## src/rtl/uart_rx_16x_if.sv

```systemverilog
// Receiver-side bundle for uart_rx_16x: serial line in, byte/status out.
// slave is the receiver's view; master is the line driver / byte consumer.
interface uart_rx_16x_if;
  logic       rx;
  logic [7:0] data_o;
  logic       valid_o;
  logic       frame_err_o;
  logic       busy_o;

  modport master (
    output rx,
    input  data_o,
    input  valid_o,
    input  frame_err_o,
    input  busy_o
  );

  modport slave (
    input  rx,
    output data_o,
    output valid_o,
    output frame_err_o,
    output busy_o
  );
endinterface

```

## src/rtl/uart_rx_16x.sv

```systemverilog
// 8N1 UART receiver, LSB first, 16x oversampled from a free-running clk divider.
// Emits a one-cycle valid per good frame or a one-cycle frame error per bad stop bit.
module uart_rx_16x #(
  parameter int unsigned DIV   = 27,
  parameter int unsigned DIV_W = 5
) (
  input logic          clk,
  input logic          rst_n,
  uart_rx_16x_if.slave bus
);

  typedef enum logic [2:0] {StIdle, StStart, StData, StStop, StBreak} state_e;

  state_e           state_q, state_d;
  logic [DIV_W-1:0] div_q, div_d;
  logic [1:0]       sync_q;
  logic [3:0]       sample_q, sample_d;
  logic [2:0]       bit_q, bit_d;
  logic [7:0]       shift_q, shift_d;
  logic [7:0]       data_q, data_d;
  logic             valid_q, valid_d;
  logic             ferr_q, ferr_d;
  logic             busy_q;
  logic             tick;
  logic             rx_s;

  assign tick  = (div_q == DIV_W'(DIV - 1));
  assign div_d = tick ? '0 : div_q + DIV_W'(1);
  assign rx_s  = sync_q[1];

  always_comb begin
    state_d  = state_q;
    sample_d = sample_q;
    bit_d    = bit_q;
    shift_d  = shift_q;
    data_d   = data_q;
    valid_d  = 1'b0;
    ferr_d   = 1'b0;
    if (tick) begin
      unique case (state_q)
        StIdle: begin
          if (!rx_s) begin
            state_d  = StStart;
            sample_d = 4'd0;
          end
        end
        StStart: begin
          sample_d = sample_q + 4'd1;
          // Mid start bit: confirm the line is still low, else it was a glitch.
          if (sample_q == 4'd7) begin
            if (!rx_s) begin
              state_d  = StData;
              sample_d = 4'd0;
              bit_d    = 3'd0;
            end else begin
              state_d = StIdle;
            end
          end
        end
        StData: begin
          sample_d = sample_q + 4'd1;
          if (sample_q == 4'd15) begin
            shift_d = {rx_s, shift_q[7:1]};
            bit_d   = bit_q + 3'd1;
            if (bit_q == 3'd7) state_d = StStop;
          end
        end
        StStop: begin
          sample_d = sample_q + 4'd1;
          if (sample_q == 4'd15) begin
            if (rx_s) begin
              data_d  = shift_q;
              valid_d = 1'b1;
              state_d = StIdle;
            end else begin
              ferr_d  = 1'b1;
              state_d = StBreak;
            end
          end
        end
        StBreak: begin
          // Wait for the line to return high so a held break never starts a frame.
          if (rx_s) state_d = StIdle;
        end
        default: state_d = StIdle;
      endcase
    end
  end

  always_ff @(posedge clk or negedge rst_n) begin
    if (!rst_n) begin
      state_q  <= StIdle;
      div_q    <= '0;
      sync_q   <= 2'b11;
      sample_q <= 4'd0;
      bit_q    <= 3'd0;
      shift_q  <= 8'h00;
      data_q   <= 8'h00;
      valid_q  <= 1'b0;
      ferr_q   <= 1'b0;
      busy_q   <= 1'b0;
    end else begin
      state_q  <= state_d;
      div_q    <= div_d;
      sync_q   <= {sync_q[0], bus.rx};
      sample_q <= sample_d;
      bit_q    <= bit_d;
      shift_q  <= shift_d;
      data_q   <= data_d;
      valid_q  <= valid_d;
      ferr_q   <= ferr_d;
      busy_q   <= (state_d != StIdle);
    end
  end

  assign bus.data_o      = data_q;
  assign bus.valid_o     = valid_q;
  assign bus.frame_err_o = ferr_q;
  assign bus.busy_o      = busy_q;

endmodule

```

## src/flat_wrapper.sv

```systemverilog
// flat-port wrapper written by rule: the top's interface ports become plain ports
module uart_rx_16x_flat 
#(
  parameter int unsigned DIV   = 27,
  parameter int unsigned DIV_W = 5
)
  (clk, rst_n, bus_rx, bus_data_o, bus_valid_o, bus_frame_err_o, bus_busy_o);
  uart_rx_16x_if bus_i ();
  input logic clk;
  input logic rst_n;
  input wire logic [$bits(bus_i.rx)-1:0] bus_rx;
  output wire logic [$bits(bus_i.data_o)-1:0] bus_data_o;
  output wire logic [$bits(bus_i.valid_o)-1:0] bus_valid_o;
  output wire logic [$bits(bus_i.frame_err_o)-1:0] bus_frame_err_o;
  output wire logic [$bits(bus_i.busy_o)-1:0] bus_busy_o;
  assign bus_i.rx = bus_rx;
  assign bus_data_o = bus_i.data_o;
  assign bus_valid_o = bus_i.valid_o;
  assign bus_frame_err_o = bus_i.frame_err_o;
  assign bus_busy_o = bus_i.busy_o;
  uart_rx_16x #(.DIV(DIV), .DIV_W(DIV_W)) u_core (.clk(clk), .rst_n(rst_n), .bus(bus_i));
endmodule
```

## config.mk

```make
export PLATFORM = sky130hd
export DESIGN_NAME = uart_rx_16x_flat
export DESIGN_NICKNAME = d
export VERILOG_FILES = /design/src/rtl/uart_rx_16x_if.sv /design/src/rtl/uart_rx_16x.sv /design/src/flat_wrapper.sv
export SDC_FILE = /design/constraint.sdc
export NUM_CORES = 1
export LEC_CHECK = 0
export BUFFER_PORTS_ARGS = -buffer_cell sky130_fd_sc_hd__clkbuf_2
export CAP_MARGIN = 20
export CORE_MARGIN = 1.5
export CORE_UTILIZATION = 50
export DETAILED_ROUTE_END_ITERATION = 12
export GPL_TIMING_DRIVEN = 1
export PLACE_DENSITY = 0.77
export SKIP_CTS_REPAIR_TIMING = 1
export SLEW_MARGIN = 20
export SYNTH_ARGS = -nofsm -noshare
export SYNTH_HDL_FRONTEND = slang
export SYNTH_SLANG_ARGS = --single-unit
```

## constraint.sdc

```tcl
create_clock -name clk -period 1.9 [get_ports clk]
set_input_delay 0.285 -clock clk [delete_from_list [all_inputs] [get_ports clk]]
set_output_delay 0.285 -clock clk [all_outputs]
set_load 0.05 [all_outputs]
```

# == Word level (Yosys, flattened, before mapping) ==
# Index checks and enable logic that the tools add are counted.
# totals
latch_bits,0
mem_count,0
reg_bits,36
in_bits,3
wordCells,61
mem_bits_ro,0
ram_bits,0
# classes
shift,0
add_sub_neg,3
n_reduce_logical,9
order_cmp,0
n_eq_ne,12
n_bitwise,0
muxes,27
n_div,0
n_mul,0
# op_table
cell,count
3-bit 2-to-1 mux,11
3-bit case mux with 5 select lines,1
4-bit 2-to-1 mux,3
4-bit case mux with 3 select lines,1
1-bit 2-to-1 mux,8
3-bit by 2-bit == test with 1-bit output (second input constant),2
3-bit == test (second input constant),2
3-bit case mux with 2 select lines,1
3-bit AND reduction,2
3-bit nonzero test,2
5-bit by 1-bit adder with 5-bit output (second input constant),1
5-bit == test (second input constant),1
5-bit 2-to-1 mux,1
5-bit AND reduction,1
4-bit by 1-bit adder with 4-bit output (second input constant),1
4-bit by 3-bit == test with 1-bit output (second input constant),1
4-bit == test (second input constant),1
2-bit by 1-bit inequality test with 1-bit output (second input constant),2
2-bit inequality test (second input constant),2
4-bit AND reduction,1
3-bit by 1-bit adder with 3-bit output (second input constant),1
3-bit by 1-bit == test with 1-bit output (second input constant),1
3-bit zero test,1
2-bit 2-to-1 mux,1
2 further kinds,2

# == Depth between registers and ports, before layout ==
# Gate-level depths: netlist (run 1).
# logic_depth
word_depth,6
ltp_mapped,8
ltp_nobuf,6

# == Least setup slack after synthesis (run 1) ==
# No wires, ideal clock.
# synth_path
path_kind,flip-flop to flip-flop
start,register u_core.div_q[0]
end,register u_core.data_q[0] (netlist: u_core.bus.data_o[0])
setup_ps,125
synth_period_minus_slack_ps,1802
path_stages_with_launch,9
n_path_buf,2
arrival_ps,1677
required_time_ps,1775
setup_slack_ps,98
cell_sequence,dfrtp_1 -> inv_1 -> ha_1 -> and4b_1 -> buf_4 -> nand4_4 -> or2_1 -> buf_6 -> mux2_4
# synth_between
elab_chain_cells,2
# synth_rtl
item,line_no,rtl
start: declaration,uart_rx_16x.sv:15,"logic [DIV_W-1:0] div_q, div_d;"
start signal: assignment,uart_rx_16x.sv:104,div_q <= div_d;
5-bit == test,uart_rx_16x.sv:27,assign tick = (div_q == DIV_W'(DIV - 1));
4-bit AND reduction (no line),n/a,
end signal: assignment,uart_rx_16x.sv:109,data_q <= data_d;
end: declaration,uart_rx_16x.sv:20,"logic [7:0] data_q, data_d;"
# No other way between the ends.
# A chain may end at the register's enable or synchronous reset.

# == Worst setup path in the final report (run 1) ==
# layout_path
start,register u_core.div_q[0]
end,register u_core.busy_q (netlist: u_core.bus.busy_o)
# layout_between
elab_chain_cells,3
# layout_rtl
item,line_no,rtl
5-bit == test,uart_rx_16x.sv:27,
3-bit 2-to-1 mux,uart_rx_16x.sv:39,if (tick) begin
via u_core.state_d[0],uart_rx_16x.sv:14,"state_e state_q, state_d;"
3-bit nonzero test,uart_rx_16x.sv:112,busy_q <= (state_d != StIdle);
end signal: assignment,uart_rx_16x.sv:112,
end: declaration,uart_rx_16x.sv:23,logic busy_q;
# The timed path passes the listed nets, and every way through them passes these cells.

==> results by group, run 1 <==
Cells and area
  – Final Net Count: approximately 180
  – Footprint of the multi-input gates: 729.5 sq um
  – Final-layout fill cell count: 240
  – Storage element area: between 900 and 1000 sq um
  – Finished Layout Cells: 214
  – Count of antenna diodes in the layout: 0
  – Share of layout cells above drive strength 1: around 31%
  – Relative area change from synthesis to final layout: 16.17%

Die
  – Die boundary height: around 61 microns
  – I/O pins: 14
  – Number of rows in the core area: 20
  – Placeable core area: ~3100 sq um
  – Width of the chip: roughly 61 microns
  – Initial standard-cell utilization of the core: 54.16%
  – Total Die Area: roughly 3700 sq um

Outcome
  – Outcome: completed

STA
  – Achievable frequency: about 0.54 GHz
  – Rel. slew slack: between 70% and 80%
  – Max-slew violation count: 0
  – Worst clock skew: approximately 0.0071 ns
  – Setup repair after global routing missed its margin: false
  – Total of endpoints with negative setup slack in the final report: 0
  – Min Tclk post-route: 1.854 ns
  – Period utilisation layout: a little over nine tenths
  – Slew at the pin with the worst max-slew slack: ~0.41 ns
  – Count of endpoints failing hold in the final timing report: 0

Synthesis
  – Area share of the leading cell type in the synthesized netlist: between 50% and 60%
  – List of most frequent post-synthesis cells: sky130_fd_sc_hd__dfrtp_1 (34), sky130_fd_sc_hd__nor2_1 (9), sky130_fd_sc_hd__mux2_4 (8), sky130_fd_sc_hd__nand2_1 (8), sky130_fd_sc_hd__o21ai_0 (8)
  – Dominant cell type by area after synthesis: sky130_fd_sc_hd__dfrtp_1
  – Number of enable-type register cells in the synthesized netlist: 0
  – Post-Synthesis Mean Instance Area: 12.19 sq um
  – Cell with the most instances after synthesis: sky130_fd_sc_hd__dfrtp_1
  – Seq cells post-synth: 36
  – Seq/Total Area, Yosys: a little over half
  – Cells after synthesis: between 100 and 150
  – Post-synth ARST share: 100.0%
  – Yosys synthesis warning count: 0
  – Synthesized cell area: 1694 sq um
  – Leading register cell type out of synthesis: sky130_fd_sc_hd__dfrtp_1
  – Most area-consuming cells after synthesis: sky130_fd_sc_hd__dfrtp_1 (50%), sky130_fd_sc_hd__mux2_4 (7.1%), sky130_fd_sc_hd__mux2_1 (4.7%)
  – Net count after synthesis: between 100 and 150
  – Number of distinct standard cells referenced by the synthesized netlist: around 40

Placement
  – Placed Instances: 202
  – Final weighted congestion in routability-driven placement: between 0.8 and 0.9
  – DP Wirelength: ~2200 microns
  – Number of input and output port buffers inserted: 13

Power and ir drop
  – PwrDens: 613.5 nW/um^2
  – Pleak: 0.9992 nW
  – Comb power frac: 3.1%
  – Internal Dissipation: 0.9267 mW
  – Sequential Power Share: between 60% and 70%
  – Worst IR Drop VDD: between 0.0003 and 0.0004 V
  – Fraction of power spent switching nets: a little under a quarter
  – Post-layout power: between 1 and 1.5 mW
  – Reported net switching power: ~0.28 mW
  – Share of power burned in the clock network: roughly a third

Global route
  – Global routing usage on met2: between 20% and 30%
  – Total global-route track usage: 18.07%
  – Pin count of the biggest net entering global routing: 14
  – Antenna violations before repair: 0
  – GR Layer Usage met1: between 20% and 30%
  – Met3 Track Usage GR: 5.252%
  – Global route hottest layer: met2
  – Wire length of the first global-routing pass: 4830 microns
  – Via count of the first global-routing pass: about 1000
  – Congestion Overflow GR: 0

Clock tree
  – Worst skew pair latency: between 0.3 and 0.4 ns
  – Clock input transition at the sequential cells of the worst setup and hold paths: 0.11 ns
  – Bufs on Longest Clock Path: 2
  – # H-tree levels: 2
  – Root buffer cell: sky130_fd_sc_hd__clkbuf_4
  – Cts bufs inserted: 5
  – CTS tree: built
  – Clock sink count: 36

Routing
  – Count of routing violations after the opening detailed-route iteration: 50
  – Initial DRT Pass Iterations: 4
  – Overall routed net length: about 3000 microns
  – Wire per inst: about 14 microns
  – Number of nets with antenna violations after detailed routing: 0
  – Remaining DRCs: 0
  – Average vias per placed instance: 5.229
  – Via total after detailed routing: 1119

Critical path
  – Critical path class: register to register
  – Reg-to-reg setup timing slack: about 0.046 ns
  – Launching element type of the critical path: register
  – CP arrival: between 2 and 2.5 ns
  – CP Data Required Time: 2.11 ns
  – Type of element capturing the critical path: register
  – CP max FO: 5

Flow run
  – Max Cap Violations: 0

Min path
  – Type of the tightest min-delay check: primary input to async pin
-- layout make-up --
cell class	count	share of cell area, %
clock buffers	5	1.907
clock inverters	3	0.9536
inverters	6	1.144
multi-input cells	90	37.06
flip-flops and latches	36	45.90
well taps	44	2.797
repair buffers	30	10.24
-- sequential cells by signal (all words and copies together) (netlist names) --
| signal | cells |
|---|---|
| u_core.bus.data_o | 8 |
| u_core.shift_q | 8 |
| u_core.div_q | 5 |
| u_core.sample_q | 4 |
| u_core.bit_q | 3 |
| u_core.state_q | 3 |
| u_core.sync_q | 2 |
| u_core.bus.busy_o | 1 |
| u_core.bus.frame_err_o | 1 |
| u_core.bus.valid_o | 1 |
-- worst max-delay path: stages, from the launching register on --
cell and delay [ns]:
sky130_fd_sc_hd__dfrtp_1 0.39, sky130_fd_sc_hd__inv_1 0.05, sky130_fd_sc_hd__ha_1 0.17, sky130_fd_sc_hd__nand4b_1 0.24, sky130_fd_sc_hd__buf_6 0.21, sky130_fd_sc_hd__a31oi_1 0.16, sky130_fd_sc_hd__a31oi_1 0.13, sky130_fd_sc_hd__or3_1 0.38
-- cells by family after synthesis --
family	synth area share [%]
and+or+nand+nor	16.77
buffers and inverters	3.767
DFF	53.32
muxes	14.85
AOI/OAI and AO/OA	6.574
xor gates and xnor gates	1.034
adders and majority gates	3.693
-- cells in the final DEF, fill, tap and decap left out, types with 2 or more instances in the layout --
cell	synthesis	final
sky130_fd_sc_hd__a21oi_1	2	2
sky130_fd_sc_hd__a31oi_1	2	2
sky130_fd_sc_hd__buf_4	1	14
sky130_fd_sc_hd__clkbuf_2	0	13
sky130_fd_sc_hd__clkbuf_4	0	5
sky130_fd_sc_hd__clkinv_2	0	2
sky130_fd_sc_hd__dfrtp_1	34	34
sky130_fd_sc_hd__dfstp_2	2	2
sky130_fd_sc_hd__dlygate4sd3_1	0	2
sky130_fd_sc_hd__ha_1	5	5
sky130_fd_sc_hd__inv_1	6	6
sky130_fd_sc_hd__mux2_1	7	7
sky130_fd_sc_hd__mux2_2	2	2
sky130_fd_sc_hd__mux2_4	8	8
sky130_fd_sc_hd__mux2i_1	3	3
sky130_fd_sc_hd__nand2_1	8	8
sky130_fd_sc_hd__nand2b_1	3	3
sky130_fd_sc_hd__nand3_1	5	5
sky130_fd_sc_hd__nand3b_1	2	2
sky130_fd_sc_hd__nand4b_1	3	3
sky130_fd_sc_hd__nor2_1	9	9
sky130_fd_sc_hd__nor2b_1	3	3
sky130_fd_sc_hd__nor4b_1	2	2
sky130_fd_sc_hd__o21ai_0	8	8
-- stage by stage --
stage          setup TNS (ns)  util [%]  worst slack (ns)  hold WS (ns)  cell area, sq um
3_5_place_dp         -0.01490     59.80         -0.004758        0.1921              1871
4_1_cts               -0.1100     61.60          -0.01908       -0.1776              1927
5_1_grt                     0     62.92           0.01016        0.3743              1968
3_3_place_gp                0     59.80           0.04831        0.1917              1871
6_report                    0     62.92           0.04637        0.3548              1968
2_1_floorplan               0         -           0.09751      -0.01059              1694
-- power groups by stage --
stage	clock network [mW]	registers, mW	logic (mW)
3_3_place_gp	0	0.793	0.0343
3_5_place_dp	0	0.793	0.0355
4_1_cts	0.405	0.778	0.0355
2_1_floorplan	0	0.793	0.0110
6_report	0.392	0.778	0.0372
5_1_grt	0.439	0.780	0.0426
-- per-layer routing --
| layer | part of all wire (%) | vias up |
|---|---|---|
| met1 | 45 | 533 |
| met5 | 0 | - |
| met2 | 49 | 30 |
| met4 | 1.4 | 0 |
| li1 | - | 549 |
| met3 | 4.8 | 7 |
-- path summary, 6_finish.rpt --
check	to	cells after the start	startpoint
worst max-delay path	u_core.bus.busy_o	7	u_core.div_q[0]
min in group clk	u_core.sync_q[1]	0	u_core.sync_q[0]
worst min-delay path	u_core.sample_q[3]	2	rst_n
worst max register to register	u_core.bus.busy_o	7	u_core.div_q[0]
max in group asynchronous	u_core.sync_q[1]	3	rst_n
worst min register to register	u_core.sync_q[1]	0	u_core.sync_q[0]
Power figures use the tool's default switching activity.
==> run 2: changes to the inputs <==
- PLACE_DENSITY: 0.77 -> 0.75
- clock period: 1.9 -> 2 ns (I/O delays scaled with it)
==> results by group, run 2 (synthesis results as in run 1) <==
Power and ir drop
  – Internal Dissipation: approximately 1.0 mW
  – Worst IR Drop VDD: about 0.00042 V
  – PwrDens: 660.5 nW/um^2
  – Share of power burned in the clock network: 39.2%
  – Sequential Power Share: around three fifths
  – Comb power frac: 2.2%
  – Pleak: 0.9625 nW
  – Fraction of power spent switching nets: roughly 21%
  – Post-layout power: roughly 1.3 mW
  – Reported net switching power: ~0.26 mW

Flow run
  – Max Cap Violations: 0

Cells and area
  – Final Net Count: 168
  – Most common cell after layout, fill and taps aside: sky130_fd_sc_hd__dfrtp_1
  – Relative area change from synthesis to final layout: 13.07%
  – Final-layout fill cell count: approximately 250
  – Finished Layout Cells: 205
  – Post-layout util: slightly above 60%
  – Share of layout cells above drive strength 1: between 20 and 30%
  – Top library cells by usage in the layout, fill and taps aside: sky130_fd_sc_hd__dfrtp_1 (34), sky130_fd_sc_hd__clkbuf_2 (13), sky130_fd_sc_hd__nor2_1 (9)
  – Count of antenna diodes in the layout: 0

Clock tree
  – # H-tree levels: 2
  – Worst skew pair latency: ~0.33 ns
  – Clock input transition at the sequential cells of the worst setup and hold paths: ~0.11 ns
  – Root buffer cell: sky130_fd_sc_hd__clkbuf_4
  – CTS tree: built
  – Clock sink count: 36
  – Cts bufs inserted: 5
  – Bufs on Longest Clock Path: 2

Die
  – Width of the chip: 61.21 microns
  – Number of rows in the core area: 20
  – I/O pins: 14
  – Die boundary height: 61.21 microns
  – Total Die Area: around 3700 sq um
  – Placeable core area: around 3100 sq um
  – Initial standard-cell utilization of the core: between 50% and 60%

Routing
  – Overall routed net length: approximately 3100 microns
  – Remaining DRCs: 0
  – Number of nets with antenna violations after detailed routing: 0
  – Wire per inst: 14.90 microns
  – Count of routing violations after the opening detailed-route iteration: 65
  – Average vias per placed instance: around 5.4
  – Initial DRT Pass Iterations: 4
  – Via total after detailed routing: roughly 1100

Critical path
  – Series of cell instances along the critical path: inv_1, ha_1, nand4b_1, buf_6, o21ai_0, nand2_1, or3_1
  – Highest cell delay on the worst timing path: approximately 0.43 ns
  – CP max FO: 6
  – CP Data Required Time: approximately 2.2 ns
  – CP arrival: ~2.1 ns
  – Launching element type of the critical path: register
  – Type of element capturing the critical path: register
  – Critical path class: register to register
  – CP max stage cell: sky130_fd_sc_hd__dfrtp_1

STA
  – PnR worst setup slack: roughly 0.12 ns
  – Count of endpoints failing hold in the final timing report: 34
  – Achievable frequency: around 0.53 GHz
  – Max-slew violation count: 0
  – Slew at the pin with the worst max-slew slack: 0.5410 ns
  – Rel. slew slack: 63.93%
  – Total of endpoints with negative setup slack in the final report: 0
  – Min Tclk post-route: between 1.5 and 2 ns
  – Period utilisation layout: a little over nine tenths
  – Worst clock skew: approximately 0.0063 ns
  – Hold slack: -0.01086 ns
  – Setup repair after global routing missed its margin: false

Global route
  – Wire length of the first global-routing pass: 5195 microns
  – Via count of the first global-routing pass: 1126
  – Congestion Overflow GR: 0
  – Total global-route track usage: 19.40%
  – Pin count of the biggest net entering global routing: 37
  – Antenna violations before repair: 0

Placement
  – Placed Instances: about 200
  – Final weighted congestion in routability-driven placement: 0.8140
  – Number of input and output port buffers inserted: 13
  – DP Wirelength: ~2200 microns
  – Placement Setup Slack: approximately 0.018 ns

Min path
  – Type of the tightest min-delay check: primary input to async pin

Outcome
  – Violations in the final reports: negative hold slack
  – Outcome: finished, violations left
## run 2: cell count changes in the layout (fill, tap and decap cells not counted)
cell,previous run,this run
sky130_fd_sc_hd__buf_4,14,7
sky130_fd_sc_hd__bufinv_16,0,1
sky130_fd_sc_hd__clkbuf_1,0,1
sky130_fd_sc_hd__clkinv_2,2,1
sky130_fd_sc_hd__clkinv_4,1,0
sky130_fd_sc_hd__dlygate4sd3_1,2,0
## run 2: power by group through the flow
stage	combinational [mW]	clock, mW	sequential (mW)
global route	0.0325	0.543	0.743
detailed placement	0.0290	0	0.756
floorplan	0.0104	0	0.753
finish	0.0279	0.496	0.741
global placement	0.0281	0	0.755
CTS	0.0291	0.507	0.742
## run 2: worst paths after layout
check / start / end / slack (ns) / depth (start not counted)
max: u_core.div_q[0] / u_core.bus.busy_o / 0.12 / 7
min: rst_n / u_core.state_q[2] / -0.01 / 2
max reg2reg: u_core.div_q[0] / u_core.bus.busy_o / 0.12 / 7
min reg2reg: u_core.sync_q[0] / u_core.sync_q[1] / 0.37 / 0
max in group asynchronous: rst_n / u_core.sync_q[0] / 1.68 / 2
min in group clk: bus_rx / u_core.sync_q[0] / 0.03 / 1
## run 2: worst max-delay path, delay by kind of cell, from the launching register on
family / cells / cell delay (ns)
DFF: 1 / 0.43
buffers and inverters: 2 / 0.28
adders and majority gates: 1 / 0.17
AOI/OAI and AO/OA: 1 / 0.17
and+or+nand+nor: 3 / 0.70
## run 2: final cells by class
| cell class | instances | area [sq um] | share of cell area, % |
|---|---|---|---|
| Clock buffer | 6 | 41.29 | 2.155 |
| Tap cell | 44 | 55.05 | 2.874 |
| Clock inverter | 2 | 35.03 | 1.829 |
| Multi-Input combinational cell | 90 | 729.5 | 38.08 |
| Inverter | 6 | 22.52 | 1.176 |
| Sequential cell | 36 | 903.4 | 47.16 |
| Timing Repair Buffer | 21 | 128.9 | 6.728 |
## run 2: metal layers
| metal | vias up | global-route usage [%] | wire (microns) |
|---|---|---|---|
| li1 | 531 | - | - |
| met5 | - | 0 | 0 |
| met3 | 3 | 5.672 | 118 |
| met1 | 554 | 25.37 | 1369 |
| met2 | 26 | 30.70 | 1539 |
| met4 | 0 | 7.143 | 27 |
## run 2: stage by stage
stage | setup TNS, ns | cell area (sq um)
2_1_floorplan | 0 | 1694
3_3_place_gp | 0 | 1833
3_5_place_dp | 0 | 1833
4_1_cts | -0.003269 | 1909
5_1_grt | 0 | 1916
6_report | 0 | 1916
==> run 3: changes to the inputs <==
- BUFFER_PORTS_ARGS: -buffer_cell sky130_fd_sc_hd__clkbuf_2 -> not set
- CELL_PAD_IN_SITES_DETAIL_PLACEMENT: not set -> 2
- CELL_PAD_IN_SITES_GLOBAL_PLACEMENT: not set -> 2
- CORE_UTILIZATION: 50 -> 42
- DONT_BUFFER_PORTS: not set -> 1
- PLACE_DENSITY: 0.75 -> 0.83
==> results by group, run 3 (synthesis results as in run 1) <==
Outcome
  – Outcome: completed

Clock tree
  – # H-tree levels: 2
  – Root buffer cell: sky130_fd_sc_hd__clkbuf_8
  – CTS tree: built
  – Worst skew pair latency: roughly 0.29 ns
  – Clock sink count: 36
  – Cts bufs inserted: 5
  – Clock input transition at the sequential cells of the worst setup and hold paths: 0.07 ns
  – Bufs on Longest Clock Path: 2

STA
  – Count of endpoints failing hold in the final timing report: 0
  – Setup repair after global routing missed its margin: false
  – Total of endpoints with negative setup slack in the final report: 0
  – Period utilisation layout: approximately 94%
  – Slew at the pin with the worst max-slew slack: between 0.4 and 0.5 ns
  – Max-slew violation count: 0
  – PnR worst setup slack: between 0.1 and 0.15 ns
  – Worst clock skew: around 0.0038 ns
  – Rel. slew slack: approximately two thirds
  – Achievable frequency: around 0.53 GHz
  – Min Tclk post-route: roughly 1.9 ns

Routing
  – Initial DRT Pass Iterations: 4
  – Count of routing violations after the opening detailed-route iteration: 38
  – Via total after detailed routing: ~1100
  – Wire per inst: 19.62 microns
  – Number of nets with antenna violations after detailed routing: 0
  – Overall routed net length: a little under 4000 microns
  – Average vias per placed instance: around 5.5
  – Remaining DRCs: 0

Power and ir drop
  – Pleak: approximately 0.94 nW
  – PwrDens: about 680 nW/um^2
  – Post-layout power: 1.310 mW
  – Worst IR Drop VDD: 0.0004307 V

Cells and area
  – Top library cells by usage in the layout, fill and taps aside: sky130_fd_sc_hd__dfrtp_1 (34), sky130_fd_sc_hd__nor2_1 (9), sky130_fd_sc_hd__buf_4 (9)
  – Share of layout cells above drive strength 1: around 24%
  – Final-layout fill cell count: 365
  – Relative area change from synthesis to final layout: 13.81%
  – Finished Layout Cells: ~200
  – Post-layout util: roughly half
  – Post-route cell area: around 1900 sq um
  – Final Net Count: between 150 and 200
  – Most common cell after layout, fill and taps aside: sky130_fd_sc_hd__dfrtp_1
  – Count of antenna diodes in the layout: 0

Critical path
  – Type of element capturing the critical path: register
  – Launching element type of the critical path: register
  – Critical path class: register to register
  – CP arrival: 2.05 ns
  – CP Data Required Time: 2.18 ns
  – CP max FO: 8

Placement
  – DP Wirelength: around 2800 microns
  – Placement Setup Slack: -0.05358 ns
  – Number of input and output port buffers inserted: 0
  – Cell Area, Placed: 1773 sq um
  – Placed Instances: approximately 190
  – Final weighted congestion in routability-driven placement: approximately 0.8

Die
  – Number of rows in the core area: 22
  – Total Die Area: 4424 sq um
  – Initial standard-cell utilization of the core: ~45%
  – Width of the chip: between 60 and 70 microns
  – Die boundary height: 66.51 microns
  – I/O pins: 14
  – Placeable core area: 3771 sq um

Global route
  – Antenna violations before repair: 0
  – Total global-route track usage: between 20% and 30%
  – Pin count of the biggest net entering global routing: 37
  – Congestion Overflow GR: 0
  – Wire length of the first global-routing pass: roughly 6300 microns
  – Via count of the first global-routing pass: 1246

Flow run
  – Max Cap Violations: 0

Min path
  – Type of the tightest min-delay check: register to register
## run 3: changes by cell type in the layout (fill, tap and decap cells not counted), moves of 2 or more
cell / before / now
sky130_fd_sc_hd__clkbuf_8: 0 / 6
sky130_fd_sc_hd__buf_4: 7 / 9
sky130_fd_sc_hd__dlygate4sd3_1: 0 / 2
sky130_fd_sc_hd__clkbuf_4: 5 / 0
sky130_fd_sc_hd__clkbuf_2: 13 / 0
## run 3: layout make-up
| cell class | count | area (sq um) | area share, % |
|---|---|---|---|
| repair buffers | 13 | 118.9 | 6.165 |
| clock buffers | 6 | 82.58 | 4.283 |
| multi-input cells | 90 | 730.7 | 37.90 |
| well taps | 48 | 60.06 | 3.115 |
| inverters | 6 | 22.52 | 1.168 |
| flip-flops and latches | 36 | 903.4 | 46.85 |
| clock inverters | 2 | 10.01 | 0.5191 |
## run 3: path summary, 6_finish.rpt
path / from / end / slack, ns / cells after the start
min in group asynchronous: rst_n / u_core.bus.data_o[0] / 0.47 / 2
worst min register to register: u_core.sync_q[0] / u_core.sync_q[1] / 0.36 / 0
worst max-delay path: u_core.div_q[0] / u_core.shift_q[3] / 0.13 / 6
worst max register to register: u_core.div_q[0] / u_core.shift_q[3] / 0.13 / 6
max in group asynchronous: rst_n / u_core.sync_q[1] / 1.29 / 2
worst min-delay path: u_core.sync_q[0] / u_core.sync_q[1] / 0.36 / 0
## run 3: layer usage
metal  share of wire [%]  global-route usage (%)  vias up
met5                   0                       0        -
met4                 1.9                   8.418        0
met3                 2.1                   4.223        8
met2                  56                   35.75       15
met1                  40                   23.37      574
li1                    -                       -      512
## run 3: critical path, cell delays in order, from the launching register on
cell and delay [ns]:
sky130_fd_sc_hd__dfrtp_1 0.39, sky130_fd_sc_hd__inv_1 0.08, sky130_fd_sc_hd__ha_1 0.21, sky130_fd_sc_hd__nand4b_1 0.17, sky130_fd_sc_hd__buf_4 0.18, sky130_fd_sc_hd__nor3_4 0.34
sky130_fd_sc_hd__mux2_2 0.40
## run 3: power by group
part	internal, mW	leakage (nW)	switching (mW)
clock	0.275	0.0510	0.260
combinational	0.0118	0.410	0.0197
sequential	0.733	0.477	0.0110
total	1.02	0.938	0.290
## run 3: through the flow
step           setup TNS, ns  hold WS [ns]
3_5_place_dp         -0.3641      0.005292
2_1_floorplan              0      0.004409
6_report                   0        0.3602
4_1_cts              -0.5272       -0.3125
5_1_grt                    0        0.3658
3_3_place_gp               0      0.005707
